[src/rtl/weight_loader_pkg.sv]
// Shared constants, FSM state encodings and configuration helpers for the weight loader.
// Everything here is parameter-agnostic so the top can pass its own sizes in.
package weight_loader_pkg;

    localparam int DATA_W_DEF  = 16;
    localparam int BUS_W_DEF   = 32;
    localparam int COLS_DEF    = 32;
    localparam int MAX_DIM_DEF = 25;

    localparam logic [1:0] ST_IDLE = 2'd0;
    localparam logic [1:0] ST_LOAD = 2'd1;
    localparam logic [1:0] ST_DONE = 2'd2;

    // A job is legal when every filter fits the kernel limit and the column span fits the array.
    function automatic logic cfg_ok(input int dim, input int num, input int base,
                                    input int max_dim, input int cols);
        return (dim != 0) && (dim <= max_dim) && (num != 0) && (base + num <= cols);
    endfunction

    // Every filter starts on a fresh bus word.
    function automatic int job_words(input int dim, input int num, input int lanes);
        return num * ((dim + lanes - 1) / lanes);
    endfunction

endpackage

[src/rtl/weight_loader_word_unpacker.sv]
// One-word buffer that hands out DATA_W-bit lanes of a BUS_W-bit host word, one per cycle.
// Handshake: a word moves when s_valid and s_ready are both high at a rising edge; clear beats it.
module word_unpacker #(
    parameter int DATA_W = 16,
    parameter int BUS_W  = 32
) (
    input  logic              clk,
    input  logic              rst,
    input  logic              clear,
    input  logic              more,
    input  logic              filter_end,
    input  logic [BUS_W-1:0]  s_data,
    input  logic              s_valid,
    output logic              s_ready,
    output logic              emit,
    output logic [DATA_W-1:0] lane
);

    localparam int LANES = BUS_W / DATA_W;
    localparam int IW    = (LANES > 1) ? $clog2(LANES) : 1;

    logic [BUS_W-1:0]             word;
    logic [LANES-1:0][DATA_W-1:0] lanes;
    logic [IW-1:0]                idx;
    logic                         full;
    logic                         consume;

    assign lanes   = word;
    assign lane    = lanes[idx];
    assign emit    = full;
    // The word is done either at its last lane or when the filter ends early inside it.
    assign consume = full && ((idx == IW'(LANES - 1)) || filter_end);
    assign s_ready = (!full || consume) && more;

    always_ff @(posedge clk) begin
        if (rst || clear) begin
            word <= '0;
            idx  <= '0;
            full <= 1'b0;
        end else if (s_valid && s_ready) begin
            word <= s_data;
            idx  <= '0;
            full <= 1'b1;
        end else if (consume) begin
            idx  <= '0;
            full <= 1'b0;
        end else if (full) begin
            idx  <= idx + IW'(1);
        end
    end

endmodule

[src/rtl/weight_loader.sv]
// Configured load engine: unpacks host words into weights and steers them to one column per filter.
// Counts weights per filter and filters per job, then pulses done; abort returns to IDLE at once.
module weight_loader
    import weight_loader_pkg::*;
#(
    parameter int DATA_W  = DATA_W_DEF,
    parameter int BUS_W   = BUS_W_DEF,
    parameter int COLS    = COLS_DEF,
    parameter int MAX_DIM = MAX_DIM_DEF
) (
    input  logic                         clk,
    input  logic                         rst,
    input  logic                         cfg_valid,
    output logic                         cfg_ready,
    input  logic [$clog2(MAX_DIM+1)-1:0] cfg_dim,
    input  logic [$clog2(COLS+1)-1:0]    cfg_num_filter,
    input  logic [$clog2(COLS)-1:0]      cfg_col_base,
    input  logic                         abort,
    input  logic [BUS_W-1:0]             s_data,
    input  logic                         s_valid,
    output logic                         s_ready,
    output logic [DATA_W-1:0]            weight_out,
    output logic                         weight_valid,
    output logic [COLS-1:0]              weight_en,
    output logic                         busy,
    output logic                         done,
    output logic                         err_cfg,
    output logic [1:0]                   fsm_state
);

    localparam int LANES  = BUS_W / DATA_W;
    localparam int DIM_W  = $clog2(MAX_DIM + 1);
    localparam int NUM_W  = $clog2(COLS + 1);
    localparam int BASE_W = $clog2(COLS);
    localparam int WL_W   = $clog2(COLS * ((MAX_DIM + LANES - 1) / LANES) + 1);

    logic [1:0]        state;
    logic [DIM_W-1:0]  dim_q;
    logic [NUM_W-1:0]  num_q;
    logic [BASE_W-1:0] base_q;
    logic [DIM_W-1:0]  w_cnt;
    logic [NUM_W-1:0]  f_cnt;
    logic [WL_W-1:0]   words_left;
    logic              last_q;

    logic              emit;
    logic [DATA_W-1:0] lane;
    logic              filter_end;
    logic              last_filter;
    logic              more;
    logic [NUM_W-1:0]  col_sel;

    assign filter_end  = emit && (w_cnt == dim_q - DIM_W'(1));
    assign last_filter = (f_cnt == num_q - NUM_W'(1));
    assign more        = (state == ST_LOAD) && (words_left != '0);
    assign col_sel     = NUM_W'(base_q) + f_cnt;

    assign cfg_ready = (state == ST_IDLE);
    assign busy      = (state == ST_LOAD);
    assign done      = (state == ST_DONE);
    assign fsm_state = state;

    word_unpacker #(
        .DATA_W (DATA_W),
        .BUS_W  (BUS_W)
    ) u_unpacker (
        .clk        (clk),
        .rst        (rst),
        .clear      (abort),
        .more       (more),
        .filter_end (filter_end),
        .s_data     (s_data),
        .s_valid    (s_valid),
        .s_ready    (s_ready),
        .emit       (emit),
        .lane       (lane)
    );

    always_ff @(posedge clk) begin
        if (rst || abort) begin
            state        <= ST_IDLE;
            dim_q        <= '0;
            num_q        <= '0;
            base_q       <= '0;
            w_cnt        <= '0;
            f_cnt        <= '0;
            words_left   <= '0;
            last_q       <= 1'b0;
            weight_out   <= '0;
            weight_valid <= 1'b0;
            weight_en    <= '0;
            err_cfg      <= 1'b0;
        end else begin
            err_cfg      <= 1'b0;
            last_q       <= 1'b0;
            weight_valid <= emit;
            weight_out   <= emit ? lane : '0;
            weight_en    <= emit ? (COLS'(1) << col_sel) : '0;
            if (s_valid && s_ready) begin
                words_left <= words_left - WL_W'(1);
            end
            case (state)
                ST_IDLE: begin
                    if (cfg_valid) begin
                        if (cfg_ok(int'(cfg_dim), int'(cfg_num_filter), int'(cfg_col_base),
                                   MAX_DIM, COLS)) begin
                            dim_q      <= cfg_dim;
                            num_q      <= cfg_num_filter;
                            base_q     <= cfg_col_base;
                            w_cnt      <= '0;
                            f_cnt      <= '0;
                            words_left <= WL_W'(job_words(int'(cfg_dim), int'(cfg_num_filter), LANES));
                            state      <= ST_LOAD;
                        end else begin
                            err_cfg <= 1'b1;
                        end
                    end
                end
                ST_LOAD: begin
                    if (emit) begin
                        if (filter_end) begin
                            w_cnt  <= '0;
                            f_cnt  <= f_cnt + NUM_W'(1);
                            last_q <= last_filter;
                        end else begin
                            w_cnt <= w_cnt + DIM_W'(1);
                        end
                    end
                    // Leave LOAD only once the final weight is on the outputs, so done trails it.
                    if (last_q) begin
                        state <= ST_DONE;
                    end
                end
                ST_DONE: state <= ST_IDLE;
                default: state <= ST_IDLE;
            endcase
        end
    end

endmodule
[config.mk]
export PLATFORM = sky130hd
export DESIGN_NAME = weight_loader
export DESIGN_NICKNAME = d
export VERILOG_FILES = /design/src/rtl/weight_loader_pkg.sv /design/src/rtl/weight_loader_word_unpacker.sv /design/src/rtl/weight_loader.sv
export SDC_FILE = /design/constraint.sdc
export NUM_CORES = 1
export LEC_CHECK = 0
export CAP_MARGIN = 15
export CORE_UTILIZATION = 48
export CTS_CLUSTER_SIZE = 24
export DETAILED_ROUTE_END_ITERATION = 8
export GPL_TIMING_DRIVEN = 0
export PLACE_DENSITY = 0.86
export SETUP_SLACK_MARGIN = 0.1
export SLEW_MARGIN = 30
export SYNTH_ARGS = -nofsm -noshare
export SYNTH_HDL_FRONTEND = slang
export SYNTH_SLANG_ARGS = --single-unit
[constraint.sdc]
create_clock -name clk -period 4.6 [get_ports clk]
set_input_delay 0.92 -clock clk [delete_from_list [all_inputs] [get_ports clk]]
set_output_delay 0.92 -clock clk [all_outputs]
set_load 0.02 [all_outputs]
======== Word level (Yosys, flattened, before mapping) ========
Cells that the tools add are included.
storage, ports and cells
  register bits after elaboration ......... 123
  input bits .............................. 53
  output and inout port bits .............. 56
  word-level logic and storage cells ...... 95
operators by class
  add/sub/neg operators ................... 11
  $mul .................................... 1
  $lt $le $gt $ge ......................... 3
  eq/ne operators ......................... 9
  shift-type cells ........................ 1
  mux-type cells .......................... 23
  bitwise gates (word level) .............. 6
  reductions and logical operators ........ 26
operators with widths
  cell                    number
  $mux W9                 4
  $add A32 B1 Y32         1
  $mul A7 B32 Y9          1
  $mux W16                2
  $shl A1 B6 Y32 const A  1
  $mux W6                 4
  $mux W5                 4
  $pmux W6 S2             1
  $pmux W5 S2             1
  $reduce_bool A9 Y1      1
  $sub A9 B1 Y9 const B   1
  $logic_and A1 B1 Y1     8
  $ne A2 B1 Y1 const B    4
  $add A5 B6 Y7           1
  $le A7 B6 Y1 const B    1
  $sub A6 B1 Y7 const B   1
  $add A5 B2 Y6 const B   1
  $add A5 B6 Y6           1
  $add A6 B1 Y6 const B   1
  $eq A6 B6 Y1            1
  $mux W2                 3
  $reduce_and A3 Y1       2
  $reduce_bool A6 Y1      1
  $reduce_or A3 Y1        2
  23 further kinds        32

======== Depth between registers and ports, before layout ========
Gate-level depths: netlist (run 1).
  word-level depth ........................ 12
  mapped depth ............................ 16
  mapped depth without buffers ............ 16

======== Cells and area by module ========
Synthesis (run 1) repeated with hierarchy kept, for this count alone.
unflattened totals
  cell total of the unflattened synthesis .. 726
  area, all modules ....................... 6457.4 sq um
by module, submodules not included
  module         times used  cells each  area each (sq um)  sequential area each (sq um)
  weight_loader  1           550         4916.0             1781.7
  word_unpacker  1           176         1541.5             680.7

======== Worst setup path before layout (run 1) ========
No wires, ideal clock.
  path kind ............................... input port to flip-flop
  from .................................... input port cfg_dim[0]
  to ...................................... register words_left[8]
  setup time .............................. 0.121 ns
  arrival ................................. 4.291 ns
  data required time ...................... 4.479 ns
  setup slack ............................. 0.188 ns
  stages on the path ...................... 16
  buffers on the path ..................... 0
  cells stage by stage .................... ha_1 nand3_1 xor2_1 nor2_1 fa_1 ha_1 ha_1 fa_1 ha_1 a21oi_1 nor2_1 nor2_1 o21bai_1 a21oi_1 xnor2_1 a2bb2o_1
between the ends
  word-level cells in the longest chain between the ends .. 8
  elaborated cells on any way between the ends .. 13
  those cells by class .................... 3 x add/sub; 1 x mul; 1 x order compare; 3 x mux; 1 x bitwise; 4 x reduce/logical
ends and longest elaborated chain
  element                           line                     text
  start: declaration                weight_loader.sv:15      input logic [$clog2(MAX_DIM+1)-1:0] cfg_dim,
  $add A5 B2 Y6                     weight_loader_pkg.sv:22  return num * ((dim + lanes - 1) / lanes);
  $sub A6 B1 Y7                     weight_loader_pkg.sv:22
  $and A1 B1 Y1 (no source line)    n/a
  $add A32 B1 Y32 (no source line)  n/a
  $mul A7 B32 Y9                    weight_loader_pkg.sv:22
  $mux W9 *                         weight_loader.sv:105     if (cfg_ok(int'(cfg_dim), int'(cfg_num_filter), int'(cfg_col_base),
  $mux W9 *                         weight_loader.sv:104     if (cfg_valid) begin
  $mux W9 *                         weight_loader.sv:102     case (state)
  end signal: assignment            weight_loader.sv:100     words_left <= words_left - WL_W'(1);
  end signal: assignment            weight_loader.sv:112     words_left <= WL_W'(job_words(int'(cfg_dim), int'(cfg_num_filter), LANES));
  end: declaration                  weight_loader.sv:43      logic [WL_W-1:0] words_left;
Every way passes the cells marked *; elsewhere a longest branch is shown, timed or not.
A chain may end at the register's enable or synchronous reset.

======== Final worst setup path (run 1) ========
  from .................................... input port cfg_dim[3]
  to ...................................... register words_left[8]
The elaborated chain is that of the path after synthesis.

==> flow_summary_export.csv, run 1 <==
group,metric,value,unit
clock_network,clkSlewWorstSetupHoldPaths,50,ps
sta,period_share,93.86,%
worst_setup_path,max_stage_delay,490,ps
worst_setup_path,cp-endpoint,"words_left[8]$_SDFF_PP0_",
worst_setup_path,timing.rr.start,"f_cnt[1]$_SDFFE_PP0P_",
worst_setup_path,worst-path-stages,16,
floorplanning,rows,41,
finish,syn_to_final_growth,32.28,%
clock_network,postCtsHoldBufs,0,
global_route,gr-usage-met3,3.795,%
worst_setup_path,worst_ep_required_time,4900,ps
clock_network,clock_latency,420,ps
synthesis,postSynthCellCount,645,
global_route,grt_max_degree,17,
status,status,"complete, no violations",
sta,relSlewSlack,50.16,%
floorplanning,fp.dieH,115.3,um
pwr,power_leakage,3.447,nW
clock_network,cts_tree,"done",
sta,rsz0062_at_grt,"no",
clock_network,cts-root-buf,"clkbuf_16",
finish,final_common_cell,"dfxtp_1",
synthesis,synth_area,6160,um^2
synthesis,synth_area_per_cell,9.550,um^2
global_route,antenna_found_initial,0,
place,place_congestion,0.8236,
synthesis,yosys.cell_types.count,62,
finish,finalNetCount,880,
worst_setup_path,cp_top_family,"adder cells",
sta,drv_slew,0,
job,maxCapViolations,0,
sta,min_period,4318,ps
worst_setup_path,crit_start,"cfg_dim[3]",
route,dr_total_vias,4981,
synthesis,synth_edf_count,0,
hold_path,hp-class,"reg -> reg",
global_route,grt_pass1_wl,23420,um
place,port_buffers,108,
route,vias_per_cell,5.194,
worst_setup_path,crit_type,"in -> reg",
synthesis,synth_flop_cell,"dfxtp_1",
worst_setup_path,end_kind,"flop",
global_route,grt-ovfl-total,0,
global_route,use_met2,41.81,%
floorplanning,die_w,115.3,um
floorplanning,io_pins,109,
synthesis,ys_seq_area_share,39.98,%
synthesis,syn-num-nets,749,
floorplanning,fp.dieArea,13290,um^2
clock_network,cts_sinks,123,
worst_setup_path,reg2reg_to,"weight_en[10]$_SDFF_PP0_",
sta,finalSetupViolations,0,
route,wirelength,14340,um
worst_setup_path,worstSetupStartpointType,"input port",
floorplanning,start_util,49.01,%
synthesis,synth_area_leaders,"dfxtp_1 (40%), mux2i_1 (11%), ha_1 (7.9%), nor2_1 (6.5%), xnor2_1 (4.3%)",
worst_setup_path,crit_path_cell_trace,"dlygate4sd2_1 -> nand3_2 -> xor2_4 -> nor2_1 -> fa_1 -> ha_1 -> ha_1 -> fa_1 -> ha_1 -> a21oi_1 -> nor2_1 -> nor2_2 -> o21bai_1 -> a21oi_2 -> xnor2_1 -> a2bb2o_1",
route,drcViolationCount,0,
worst_setup_path,reg2reg_depth,9,
sta,fmax,231.6,MHz
clock_network,clock_path_buffers,2,
route,post_drt_wl_per_cell,14.96,um
finish,diodes,0,
worst_setup_path,crit_fanout,5,
floorplanning,design.core.area,12570,um^2
clock_network,cts_buffers,17,
place,dp_hpwl,10340,um
worst_setup_path,worst-path-buf-inv,1,
sta,fin_hold_ws,487.4,ps
worst_setup_path,path_common_cell,"ha_1",
global_route,grt_use_total,22.85,%
global_route,busiest_layer,"met2",
clock_network,htree_levels,4,
synthesis,ys_ff_latch,123,
global_route,grt_pass1_vias,4971,
synthesis,yosys_warnings,0,
sta,finalSetupTns,0,ps
sta,finClkSkew,7.407,ps
route,drt-pass1-iter-count,4,
pwr,ir_drop,262.6,uV
route,drt-initial-drc-count,295,
synthesis,yosysTopAreaCell,"dfxtp_1",
finish,drive_above_1_share,9.657,%
sta,finalHoldViolCount,0,
pwr,power.density,348.8,nW/um^2
global_route,grt_use_met1,24.90,%
route,drtAntennaViolNets,0,
worst_setup_path,crit_slowest_cell,"fa_1",
finish,final_cell_mix,"dfxtp_1 (123), nor2_1 (105), clkdlybuf4s50_1 (100)",
synthesis,ys_async_sr_fraction,0,%
worst_setup_path,rrSetupSlack,2120,ps
sta,worst_slew_pin_slew,747.5,ps
worst_setup_path,arrival,4620,ps
synthesis,yosysTopAreaCellShare,39.98,%
[sequential cells by signal, summed over array words and instances (netlist names)]
signal / count
u_unpacker.lanes: 32
weight_en: 32
weight_out: 16
words_left: 9
f_cnt: 6
num_q: 6
base_q: 5
dim_q: 5
w_cnt: 5
fsm_state: 2
err_cfg: 1
last_q: 1
u_unpacker.emit: 1
u_unpacker.idx: 1
weight_valid: 1
[where the power goes]
group / switching (mW) / internal (mW)
Clock: 0.448 / 0.925
Sequential: 0.00927 / 1.08
Combinational: 0.198 / 0.185
Total: 0.656 / 2.19
[timing repair]
item / 4_1_cts / 5_1_grt
endpoints found under the setup margin: 4 / 3
gates resized for setup: 13 / 12
pin swaps: 3 / 0
cloned: 0 / 0
buffers inserted: 4 / 0
[cell families after synthesis]
| group | share of synthesized area [%] |
|---|---|
| AOI/OAI and AO/OA | 7.658 |
| xor gates and xnor gates | 6.399 |
| adders and majority gates | 11.82 |
| buffers and inverters | 4.327 |
| DFF | 39.98 |
| muxes | 10.75 |
| and+or+nand+nor | 19.07 |
[worst min-delay path by stage]
stage | depth (start not counted) | to | start
5_1_grt | 1 | fsm_state[1]$_SDFFE_PP0P_ | last_q$_SDFF_PP0_
3_3_place_gp | 2 | weight_out[15]$_SDFF_PP0_ | u_unpacker.lanes[15]$_SDFFE_PP0N_
2_1_floorplan | 1 | fsm_state[1]$_SDFFE_PP0P_ | last_q$_SDFF_PP0_
4_1_cts | 1 | fsm_state[1]$_SDFFE_PP0P_ | last_q$_SDFF_PP0_
3_5_place_dp | 1 | fsm_state[1]$_SDFFE_PP0P_ | last_q$_SDFF_PP0_
6_report | 1 | fsm_state[1]$_SDFFE_PP0P_ | last_q$_SDFF_PP0_
[cell type report]
type                       count  area (um^2)
clock buffer                  22        464.2
timing repair buffer         112         1101
fill                         962         4420
inverter                      31        116.4
tap                          172        215.2
multi-input combinational    467         3496
buffer                        24        150.1
sequential                   123         2462
clock inverter                 8        142.6
[per-layer routing]
metal,up-vias,part of all wire [%]
met3,38,3.5
met2,128,52
met5,-,0
met4,0,3.5
met1,2360,41
li1,2455,-
[synth_stat cells (2+ instances only)]
cell	instances
dfxtp_1	123
nor2_1	107
mux2i_1	65
ha_1	39
xnor2_1	30
inv_1	29
nand2_1	25
a21oi_1	22
nor3_1	22
o21ai_0	16
xor2_1	15
and2_1	13
nor2b_1	13
fa_1	12
nand3_1	12
clkbuf_1	9
nand2b_1	6
buf_4	5
buf_6	5
nor2_2	5
and3_1	4
nand4_1	4
o21bai_1	4
a32o_1	3
buf_2	3
nand3b_1	3
nor3b_1	3
nor4_1	3
a211oi_2	2
a21boi_1	2
a21o_1	2
a22o_1	2
a311oi_1	2
buf_1	2
inv_2	2
o2bb2ai_1	2
or3_1	2
or4_1	2
or4b_1	2
[stage by stage]
stage | std cells | total power, mW | util [%] | cell area (um^2) | setup WS [ps]
final | 959 | 2.842 | 64.83 | 8148 | 282.3
after global routing | 959 | 2.949 | 64.83 | 8148 | 100.1
after CTS | 959 | 2.856 | 64.71 | 8133 | 105.4
after detailed placement | 925 | 1.480 | 59.32 | 7456 | -882.2
after global placement | 925 | 1.473 | 59.32 | 7456 | -824.5
after floorplan | 645 | 1.359 | - | 6160 | 187.9
No activity file was read; power rests on OpenSTA's default activity.
==> inputs of run 2 (changes only) <==
- CELL_PAD_IN_SITES_DETAIL_PLACEMENT: default -> 0
- CELL_PAD_IN_SITES_GLOBAL_PLACEMENT: default -> 1
- CORE_UTILIZATION: 48 -> 37
==> run 2 against run 1 <==
  * Sequential share of layout area fell by 0.26 points
  * Clock power fell by 4%
  * Largest cell class unchanged
  * Combinational power barely moved
  * Clock skew fell by 1.0 ps
  * Highest routed layer unchanged
  * Worst setup slack improved by 49 ps
  * Routed wire length rose by 0.42%
  * Critical path type unchanged
  * Fmax rose by 1.2%
  * Cell area rose by 0.86%
  * Hold slack improved by 6.0 ps
  * First-iteration DRC count fell by 7.5%
==> flow_summary_export.csv, run 2 (synthesized netlist as in run 1, its figures left out) <==
group,metric,value,unit
status,status,"complete, no violations",
pwr,ir_drop,277.7,uV
route,drtAntennaViolNets,0,
hold_path,hp-class,"reg -> reg",
route,vias_per_cell,4.801,
pwr,p_total,2.780,mW
floorplanning,die_w,131.0,um
sta,fin_ws,331.5,ps
clock_network,cts_sinks,123,
finish,final_cell_mix,"dfxtp_1 (123), nor2_1 (106), clkdlybuf4s50_1 (100)",
worst_setup_path,end_kind,"flop",
finish,syn_to_final_growth,33.41,%
finish,seq_area,2462,um^2
global_route,grt_pass1_wl,23700,um
worst_setup_path,arrival,4560,ps
sta,relSlewSlack,47.99,%
route,post_drt_wl_per_cell,14.32,um
place,pre_cts_slack,-879.5,ps
finish,stdcell_count,1006,
pwr,power.density,338.3,nW/um^2
worst_setup_path,crit_fanout,6,
clock_network,htree_levels,4,
finish,drive_above_1_share,10.38,%
floorplanning,design.core.area,16060,um^2
sta,finalSetupTns,0,ps
route,drt-initial-drc-count,273,
job,maxCapViolations,0,
sta,fmax,234.3,MHz
finish,nFillCells,1476,
route,dr_total_vias,4830,
place,place_congestion,0.7837,
clock_network,cts_tree,"done",
global_route,grt-ovfl-total,0,
worst_setup_path,timing.rr.start,"f_cnt[1]$_SDFFE_PP0P_",
place,dpl_cell_area,7511,um^2
pwr,power_leakage,3.442,nW
sta,fin_hold_ws,493.4,ps
clock_network,postCtsHoldBufs,0,
worst_setup_path,worstSetupStartpointType,"input port",
sta,rsz0062_at_grt,"no",
place,port_buffers,108,
worst_setup_path,worst_ep_required_time,4900,ps
finish,multi_input_area,3520,um^2
sta,min_period,4268,ps
route,wirelength,14400,um
global_route,antenna_found_initial,0,
worst_setup_path,crit_type,"in -> reg",
clock_network,cts-root-buf,"clkbuf_16",
clock_network,cts_buffers,17,
sta,drv_slew,0,
sta,finClkSkew,6.376,ps
route,drcViolationCount,0,
clock_network,clock_path_buffers,2,
floorplanning,rows,46,
floorplanning,io_pins,109,
finish,diodes,0,
sta,finalHoldViolCount,0,
finish,final_area,8218,um^2
finish,utilization,51.18,%
sta,worst_slew_pin_slew,780.1,ps
route,drt-pass1-iter-count,4,
floorplanning,fp.dieH,131.0,um
sta,period_share,92.79,%
sta,finalSetupViolations,0,
global_route,grt_pass1_vias,4876,
hold_path,hp-start,"last_q$_SDFF_PP0_",
global_route,grt_max_degree,17,
place,dp.cells,969,
global_route,grt_use_total,18.11,%
floorplanning,start_util,38.36,%
worst_setup_path,crit_start,"cfg_dim[2]",
finish,final_common_cell,"dfxtp_1",
place,dp_hpwl,10740,um
clock_network,clock_latency,410,ps
floorplanning,fp.dieArea,17170,um^2
clock_network,clkSlewWorstSetupHoldPaths,50,ps
finish,finalNetCount,881,
run 2: cell types whose count changed in the layout (fill, tap and decap cells not counted), sizes merged:
cell	previous run	this run
bufinv	4	3
clkinv	3	7
clkbuf	34	31
clkdlybuf4s18	0	1
clkinvlp	1	3
buf	19	20
dlygate4sd2	2	1
run 2: area by class of cell:
cell class | instances | share of cell area [%]
timing repair buffer | 113 | 13.57
clock buffer | 19 | 5.268
multi-input combinational | 467 | 42.83
buffer | 24 | 1.827
clock inverter | 13 | 1.842
tap | 216 | 3.289
inverter | 31 | 1.416
sequential | 123 | 29.96
run 2: power breakdown:
group          internal [mW]  switching (mW)
logic                  0.186           0.200
registers               1.08         0.00931
clock network          0.844           0.465
run 2: metal layers:
layer	wire length, um	vias up	global-route usage [%]
li1	-	2467	-
met2	7540	86	32.74
met5	0	-	0
met4	342	0	7.437
met1	6023	2259	20.51
met3	497	18	4.031
run 2: path summary, 6_finish.rpt:
| path | slack [ps] | endpoint | depth (start not counted) |
|---|---|---|---|
| hold / removal | 490 | fsm_state[1]$_SDFFE_PP0P_ | 1 |
| hold reg to reg | 490 | fsm_state[1]$_SDFFE_PP0P_ | 1 |
| setup reg to reg | 2110 | weight_en[2]$_SDFF_PP0_ | 9 |
| setup / recovery | 330 | words_left[8]$_SDFF_PP0_ | 16 |
run 2: what timing repair did:
| item | in CTS | in global routing |
|---|---|---|
| resized for setup | 17 | 18 |
| buffers inserted | 5 | 0 |
| cloned | 0 | 0 |
| endpoints found under the hold margin | 0 | 0 |
| pin swaps | 4 | 4 |
| endpoints found under the setup margin | 4 | 3 |
run 2: critical path, cell delays in order:
cell             delay [ps]
clkdlybuf4s18_2         300
nand3_2                 150
xor2_4                  220
nor2_1                  130
fa_1                    430
ha_1                    310
ha_1                    310
fa_1                    500
ha_1                    330
a21oi_1                 150
nor2_1                   50
nor2_1                  120
o21bai_1                 90
a21oi_2                 170
xnor2_1                 130
a2bb2o_1                250
